===== config.mk =====
export PLATFORM = sky130hd
export DESIGN_NAME = event_dispatch_ctrl
export DESIGN_NICKNAME = d
export VERILOG_FILES = /design/src/rtl/event_dispatch_ctrl_pkg.sv /design/src/rtl/event_dispatch_ctrl_rr_core_sel.sv /design/src/rtl/event_dispatch_ctrl.sv
export SDC_FILE = /design/constraint.sdc
export NUM_CORES = 1
export LEC_CHECK = 0
export BUFFER_PORTS_ARGS = -buffer_cell sky130_fd_sc_hd__buf_2
export CORE_ASPECT_RATIO = 0.7
export CORE_MARGIN = 5
export CORE_UTILIZATION = 45
export DETAILED_ROUTE_END_ITERATION = 7
export GPL_TIMING_DRIVEN = 0
export PLACE_DENSITY = 0.7
export SLEW_MARGIN = 10
export SYNTH_ARGS = -nofsm -noshare
export SYNTH_HDL_FRONTEND = slang
export SYNTH_SLANG_ARGS = --single-unit
export TNS_END_PERCENT = 100

===== constraint.sdc =====
create_clock -name clk -period 3.7 [get_ports clk]
set_clock_uncertainty 0.1 [all_clocks]
set_input_delay 0.555 -clock clk [delete_from_list [all_inputs] [get_ports clk]]
set_output_delay 0.555 -clock clk [all_outputs]
set_load 0.02 [all_outputs]

===== src/rtl/event_dispatch_ctrl_pkg.sv =====
// Shared phold definitions for the event dispatch controller.
// Message layout:
//   [TIME_WID-1:0]          timestamp
//   [LP_OFS +: LP_ID_W]     target logical process id
//   [ANTI_BIT]              anti-message flag (carried through untouched)
// Also holds the dispatcher FSM state encoding.
package event_dispatch_ctrl_pkg;

  localparam int MSG_WID  = 32;
  localparam int TIME_WID = 16;
  localparam int LP_OFS   = TIME_WID;
  localparam int LP_ID_W  = 3;
  localparam int ANTI_BIT = 19;

  localparam int DEF_NUM_CORE = 4;
  localparam int DEF_NUM_LP   = 8;

  typedef enum logic [1:0] {
    ST_IDLE     = 2'd0,
    ST_DISPATCH = 2'd1,
    ST_DRAIN    = 2'd2
  } disp_state_e;

  // Index width that stays legal for a single-entry range.
  function automatic int idx_w(input int n);
    return (n > 1) ? $clog2(n) : 1;
  endfunction

endpackage


===== src/rtl/event_dispatch_ctrl_rr_core_sel.sv =====
// Round-robin core selector.
// Picks the first asserted request at or after ptr, wrapping modulo NUM_CORE.
// Ports:
//   req        in   NUM_CORE  eligible cores (ready and not reserved)
//   ptr        in   IW        starting search index
//   grant_idx  out  IW        selected core (0 when nothing eligible)
//   grant_vld  out  1         some core was eligible
module rr_core_sel
  import event_dispatch_ctrl_pkg::*;
#(
  parameter  int NUM_CORE = DEF_NUM_CORE,
  localparam int IW       = idx_w(NUM_CORE)
) (
  input  logic [NUM_CORE-1:0] req,
  input  logic [IW-1:0]       ptr,
  output logic [IW-1:0]       grant_idx,
  output logic                grant_vld
);

  logic [IW:0] sum;

  // Walk offsets from far to near so the nearest eligible core wins.
  always_comb begin
    grant_idx = '0;
    grant_vld = 1'b0;
    sum       = '0;
    for (int k = NUM_CORE - 1; k >= 0; k--) begin
      sum = {1'b0, ptr} + (IW+1)'(k);
      if (sum >= (IW+1)'(NUM_CORE)) sum = sum - (IW+1)'(NUM_CORE);
      if (req[sum[IW-1:0]]) begin
        grant_idx = sum[IW-1:0];
        grant_vld = 1'b1;
      end
    end
  end

endmodule


===== src/rtl/event_dispatch_ctrl.sv =====
// Event dispatch controller for a phold-style PDES engine.
// Pops the minimum-timestamp event from a priority queue and hands it to a
// free core, never running two events of the same logical process at once.
// Ports:
//   clk, reset         rising-edge clock, synchronous active-high reset
//   run                1 = dispatch, 0 = drain outstanding work and go idle
//   q_empty/q_head     priority queue status and head message
//   q_deq              combinational pop strobe (same cycle as the decision)
//   core_ready         per-core accept capability
//   core_done          per-core completion pulse, frees the core and its LP
//   disp_vld/disp_msg  registered one-hot dispatch strobe and message
//   lp_busy            registered per-LP occupancy
//   active_cnt         registered number of reserved cores
//   blocked            head-of-line LP was busy in the previous cycle
//   blk_cycles         saturating count of blocked cycles
//   idle               FSM is in IDLE
module event_dispatch_ctrl
  import event_dispatch_ctrl_pkg::*;
#(
  parameter  int NUM_CORE = DEF_NUM_CORE,
  parameter  int NUM_LP   = DEF_NUM_LP,
  parameter  int TIME_WID = event_dispatch_ctrl_pkg::TIME_WID,
  parameter  int MSG_WID  = event_dispatch_ctrl_pkg::MSG_WID,
  localparam int CW       = $clog2(NUM_CORE) + 1
) (
  input  logic                clk,
  input  logic                reset,
  input  logic                run,
  input  logic                q_empty,
  input  logic [MSG_WID-1:0]  q_head,
  output logic                q_deq,
  input  logic [NUM_CORE-1:0] core_ready,
  input  logic [NUM_CORE-1:0] core_done,
  output logic [NUM_CORE-1:0] disp_vld,
  output logic [MSG_WID-1:0]  disp_msg,
  output logic [NUM_LP-1:0]   lp_busy,
  output logic [CW-1:0]       active_cnt,
  output logic                blocked,
  output logic [15:0]         blk_cycles,
  output logic                idle
);

  localparam int LPW = idx_w(NUM_LP);
  localparam int CIW = idx_w(NUM_CORE);

  disp_state_e                    state;
  logic [NUM_CORE-1:0]            rsv;
  logic [NUM_CORE-1:0][LPW-1:0]   core_lp;
  logic [CIW-1:0]                 rr_ptr;

  logic [LPW-1:0]                 head_lp;
  logic                           head_busy;
  logic                           grant_vld;
  logic [CIW-1:0]                 grant_idx;
  logic                           dispatch;
  logic                           blk_cond;
  logic [NUM_CORE-1:0]            rel;
  logic [NUM_CORE-1:0]            rsv_nxt;
  logic [NUM_LP-1:0]              busy_nxt;
  logic [CW-1:0]                  cnt_nxt;

  assign head_lp   = q_head[LP_OFS +: LPW];
  assign head_busy = lp_busy[head_lp];

  rr_core_sel #(.NUM_CORE(NUM_CORE)) u_sel (
    .req       (core_ready & ~rsv),
    .ptr       (rr_ptr),
    .grant_idx (grant_idx),
    .grant_vld (grant_vld)
  );

  // All inputs to the decision are registered state, so a release in this
  // cycle only becomes visible to the next decision; same-LP release and
  // dispatch therefore never collide. Reset masks the pop so the queue is
  // not drained into a controller that is about to forget it.
  assign dispatch = !reset && (state == ST_DISPATCH) && !q_empty &&
                    !head_busy && grant_vld;
  assign q_deq    = dispatch;
  assign blk_cond = (state == ST_DISPATCH) && !q_empty && head_busy;

  // Completions from unreserved cores are dropped here.
  assign rel = core_done & rsv;

  always_comb begin
    rsv_nxt  = rsv & ~rel;
    busy_nxt = lp_busy;
    for (int i = 0; i < NUM_CORE; i++)
      if (rel[i]) busy_nxt[core_lp[i]] = 1'b0;
    if (dispatch) begin
      rsv_nxt[grant_idx] = 1'b1;
      busy_nxt[head_lp]  = 1'b1;
    end
    cnt_nxt = '0;
    for (int i = 0; i < NUM_CORE; i++)
      cnt_nxt = cnt_nxt + CW'(rsv_nxt[i]);
  end

  // Control FSM; idle is registered alongside the state it mirrors.
  always_ff @(posedge clk) begin
    if (reset) begin
      state <= ST_IDLE;
      idle  <= 1'b1;
    end else begin
      case (state)
        ST_IDLE: if (run) begin
          state <= ST_DISPATCH;
          idle  <= 1'b0;
        end
        ST_DISPATCH: if (!run) state <= ST_DRAIN;
        ST_DRAIN: begin
          if (run) begin
            state <= ST_DISPATCH;
          end else if (active_cnt == '0) begin
            state <= ST_IDLE;
            idle  <= 1'b1;
          end
        end
        default: begin
          state <= ST_IDLE;
          idle  <= 1'b1;
        end
      endcase
    end
  end

  // Reservation bookkeeping and dispatch outputs.
  always_ff @(posedge clk) begin
    if (reset) begin
      rsv        <= '0;
      core_lp    <= '0;
      lp_busy    <= '0;
      active_cnt <= '0;
      rr_ptr     <= '0;
      disp_vld   <= '0;
      disp_msg   <= '0;
      blocked    <= 1'b0;
      blk_cycles <= '0;
    end else begin
      rsv        <= rsv_nxt;
      lp_busy    <= busy_nxt;
      active_cnt <= cnt_nxt;
      disp_vld   <= '0;
      if (dispatch) begin
        core_lp[grant_idx]  <= head_lp;
        disp_vld[grant_idx] <= 1'b1;
        disp_msg            <= q_head;
        rr_ptr <= (grant_idx == CIW'(NUM_CORE - 1)) ? '0 : grant_idx + 1'b1;
      end
      blocked <= blk_cond;
      if (blk_cond && blk_cycles != 16'hFFFF)
        blk_cycles <= blk_cycles + 16'd1;
    end
  end

endmodule


==> impl_results.md <==
- Warnings from Yosys: 0
- Initial antenna violation count: 0
- Synth top area share: 43.2%
- Data arrival time of the critical path: 3.58 ns
- Placer Congestion: 0.906
- Synth cell count leaders: dfxtp_1 (85), nor2_1 (57), mux2i_1 (42)
- Clk buf depth: 2
- CP required: 3.81 ns
- FFs w/ async S/R, synth: 0%
- Clock H-tree levels: 3
- Final min period: 3.47 ns
- Post-DP Area: 4630 um^2
- Max Slew Vio Count: 0
- Slowest cell on crit path: fa_1
- Top Ports: 110
- Worst hold path type: in -> reg
- Top_reg_cell synth: dfxtp_1
- Finish-stage setup viols: 0
- CP endpoint kind: flip-flop
- Relative slew slack: 54.6%
- Slowest stage delay, CP: 0.46 ns
- Detailed Route WL: 10500 um
- DRC Markers: 0
- Root Driver: clkbuf_16
- Synth cell types: 54
- Net count, final: 602
- Total die area: 10700 um^2
- ANT nets after route: 0
- N_diodes: 0
- EDFF count, synth: 0
- Syn Inst Count: 431
- Cell with the most instances after synthesis: dfxtp_1
- Starting Density: 46.4%
- Syn Std Cell Area: 3940 um^2
- Worst setup SP type: input pin
- Reg clk slew, reported paths: 0.06 ns
- Post_cts resized: 0
- RSZ-0062 raised after global routing: no
- First-pass GRT wire length: 16600 um
- GRT Util Overall: 19.6%
- CTS Buf Count: 9
- Seq/Total Area, Yosys: 43.2%
- CTS Hold Bufs: 0
- Vias in the first global route: 3383
- FMAX: 288 MHz
- Core area: 8480 um^2
- Critical Path Fanout Max: 10
- Drt pass-1 iters: 5
- Buffers on Ports: 108
- Outcome: finished, final reports clean
- CP most frequent cell: ha_1
- Final Hold Viols: 0
- Yosys reg bits: 85
- Slew @ Worst Pin: 0.676 ns
- Worst path cell trace: buf_2 -> buf_6 -> mux2_4 -> o22ai_1 -> o21a_1 -> nand2b_1 -> clkbuf_1 -> o21ai_0 -> fa_1 -> ha_1 -> ha_1 -> nor2b_1
- Synthesized area per cell: 9.13 um^2
- Fillers: 806
- Total grt overflow: 0
- DPL Wire Length: 8010 um
- Fin util: 58.0%
- Post-CTS setup buffers: 0
- Die height: 88.2 um
- Final Cell Area: 4920 um^2
- Pwr dens: 408 nW/um^2
- Setup Crit Path Kind: in -> reg
- Layout cells sized above 1: 25.8%
- Peak supply drop: 0.277 mV
- Largest net degree at the start of global routing: 14
- DRT iter0 DRCs: 266
- Ranking of synthesized cells by area: dfxtp_1 (43%), mux2i_1 (11%), nor2_1 (5.4%)
- Syn-to-layout area delta: 25.0%
- Die width: 122 um
- Largest area contributor in the netlist: dfxtp_1
- Vias after detailed routing: 3602
- # clock sinks: 85
- CTS tree: yes
- Fin crit share: 93.8%
- Drt via density: 5.34
- # rows: 28
- Max cap viols: 0
- Syn Nets: 483
- Wirelength per Cell: 15.6 um
- Worst-Skew Late Latency: 0.34 ns
- Leak: 2.28 nW
[cell families after synthesis]
logic type | synth area share [%]
and+or+nand+nor | 23.7
DFF | 43.2
AOI/OAI and AO/OA | 13.4
muxes | 12.2
buffers and inverters | 4.48
adders and majority gates | 2.73
xor gates and xnor gates | 0.223
[cell type report]
class	instances	area [um^2]	area share (%)
sequential	85	1700	34.6
buffer	22	120	2.44
tap	120	150	3.05
clock inverter	3	46.3	0.941
inverter	15	56.3	1.14
clock buffer	12	246	5.01
timing repair buffer	108	541	11.0
multi-input combinational	309	2060	41.8
[layer usage]
layer,part of all wire (%),vias up,GRT usage [%],wire [um]
li1,-,1794,-,-
met1,46,1658,26.5,4830
met2,44,141,30.0,4640
met3,9.1,9,8.05,951
met4,0.73,0,3.97,77
met5,0,-,0,0
[registers in the layout, indices dropped and copies added (netlist names)]
signal,count
rsv,4
blocked,1
active_cnt,3
core_lp,12
rr_ptr,2
lp_busy,8
blk_cycles,16
state,2
idle,1
disp_msg,32
disp_vld,4
[report_power, final]
part           total [mW]  leakage [nW]  switching [mW]  internal (mW)
clock network       0.890         0.139           0.351          0.539
registers           0.944         0.687          0.0113          0.932
logic               0.173          1.46           0.102         0.0702
total                2.01          2.28           0.464           1.54
[cells in the final DEF, fill, tap and decap left out, types with 7 or more instances in the layout]
cell / instances
buf_2: 113
dfxtp_1: 85
nor2_1: 57
mux2i_1: 42
a21oi_1: 24
o21ai_0: 20
nand2_1: 16
inv_1: 15
clkbuf_1: 15
nand3_1: 11
nor2b_1: 10
nor3_1: 10
nand3b_1: 10
nand2b_1: 9
or3_1: 9
clkbuf_16: 9
nand4b_1: 8
ha_1: 7
[worst max-delay path: cells and delay by family]
| family | cells | cell delay, ns |
|---|---|---|
| buffers and inverters | 3 | 0.54 |
| adder cells (fa/ha/maj) | 3 | 0.91 |
| AO/OA/AOI/OAI | 3 | 0.99 |
| AND/OR/NAND/NOR | 2 | 0.24 |
| multiplexers | 1 | 0.33 |
[stage by stage]
| step | setup WS [ns] | power (mW) | TNS [ns] | hold WS (ns) | instances |
|---|---|---|---|---|---|
| 2_1_floorplan | 0.487 | 1.07 | 0 | 0.362 | 431 |
| 3_3_place_gp | -0.0767 | 1.13 | -0.0767 | 0.346 | 659 |
| 3_5_place_dp | -0.118 | 1.14 | -0.136 | 0.351 | 659 |
| 4_1_cts | 0.240 | 2.03 | 0 | 0.305 | 674 |
| 5_1_grt | 0.0696 | 2.09 | 0 | 0.308 | 674 |
| 6_report | 0.230 | 2.01 | 0 | 0.319 | 674 |
[final timing paths]
path	start	slack (ns)	cells past startpoint	end
max	q_head[16]	0.23	12	active_cnt[1]
min	run	0.32	2	state[1]
max reg2reg	lp_busy[7]	0.44	10	active_cnt[1]
min reg2reg	disp_msg[16]	0.36	2	disp_msg[16]
Power figures use the tool's default switching activity.
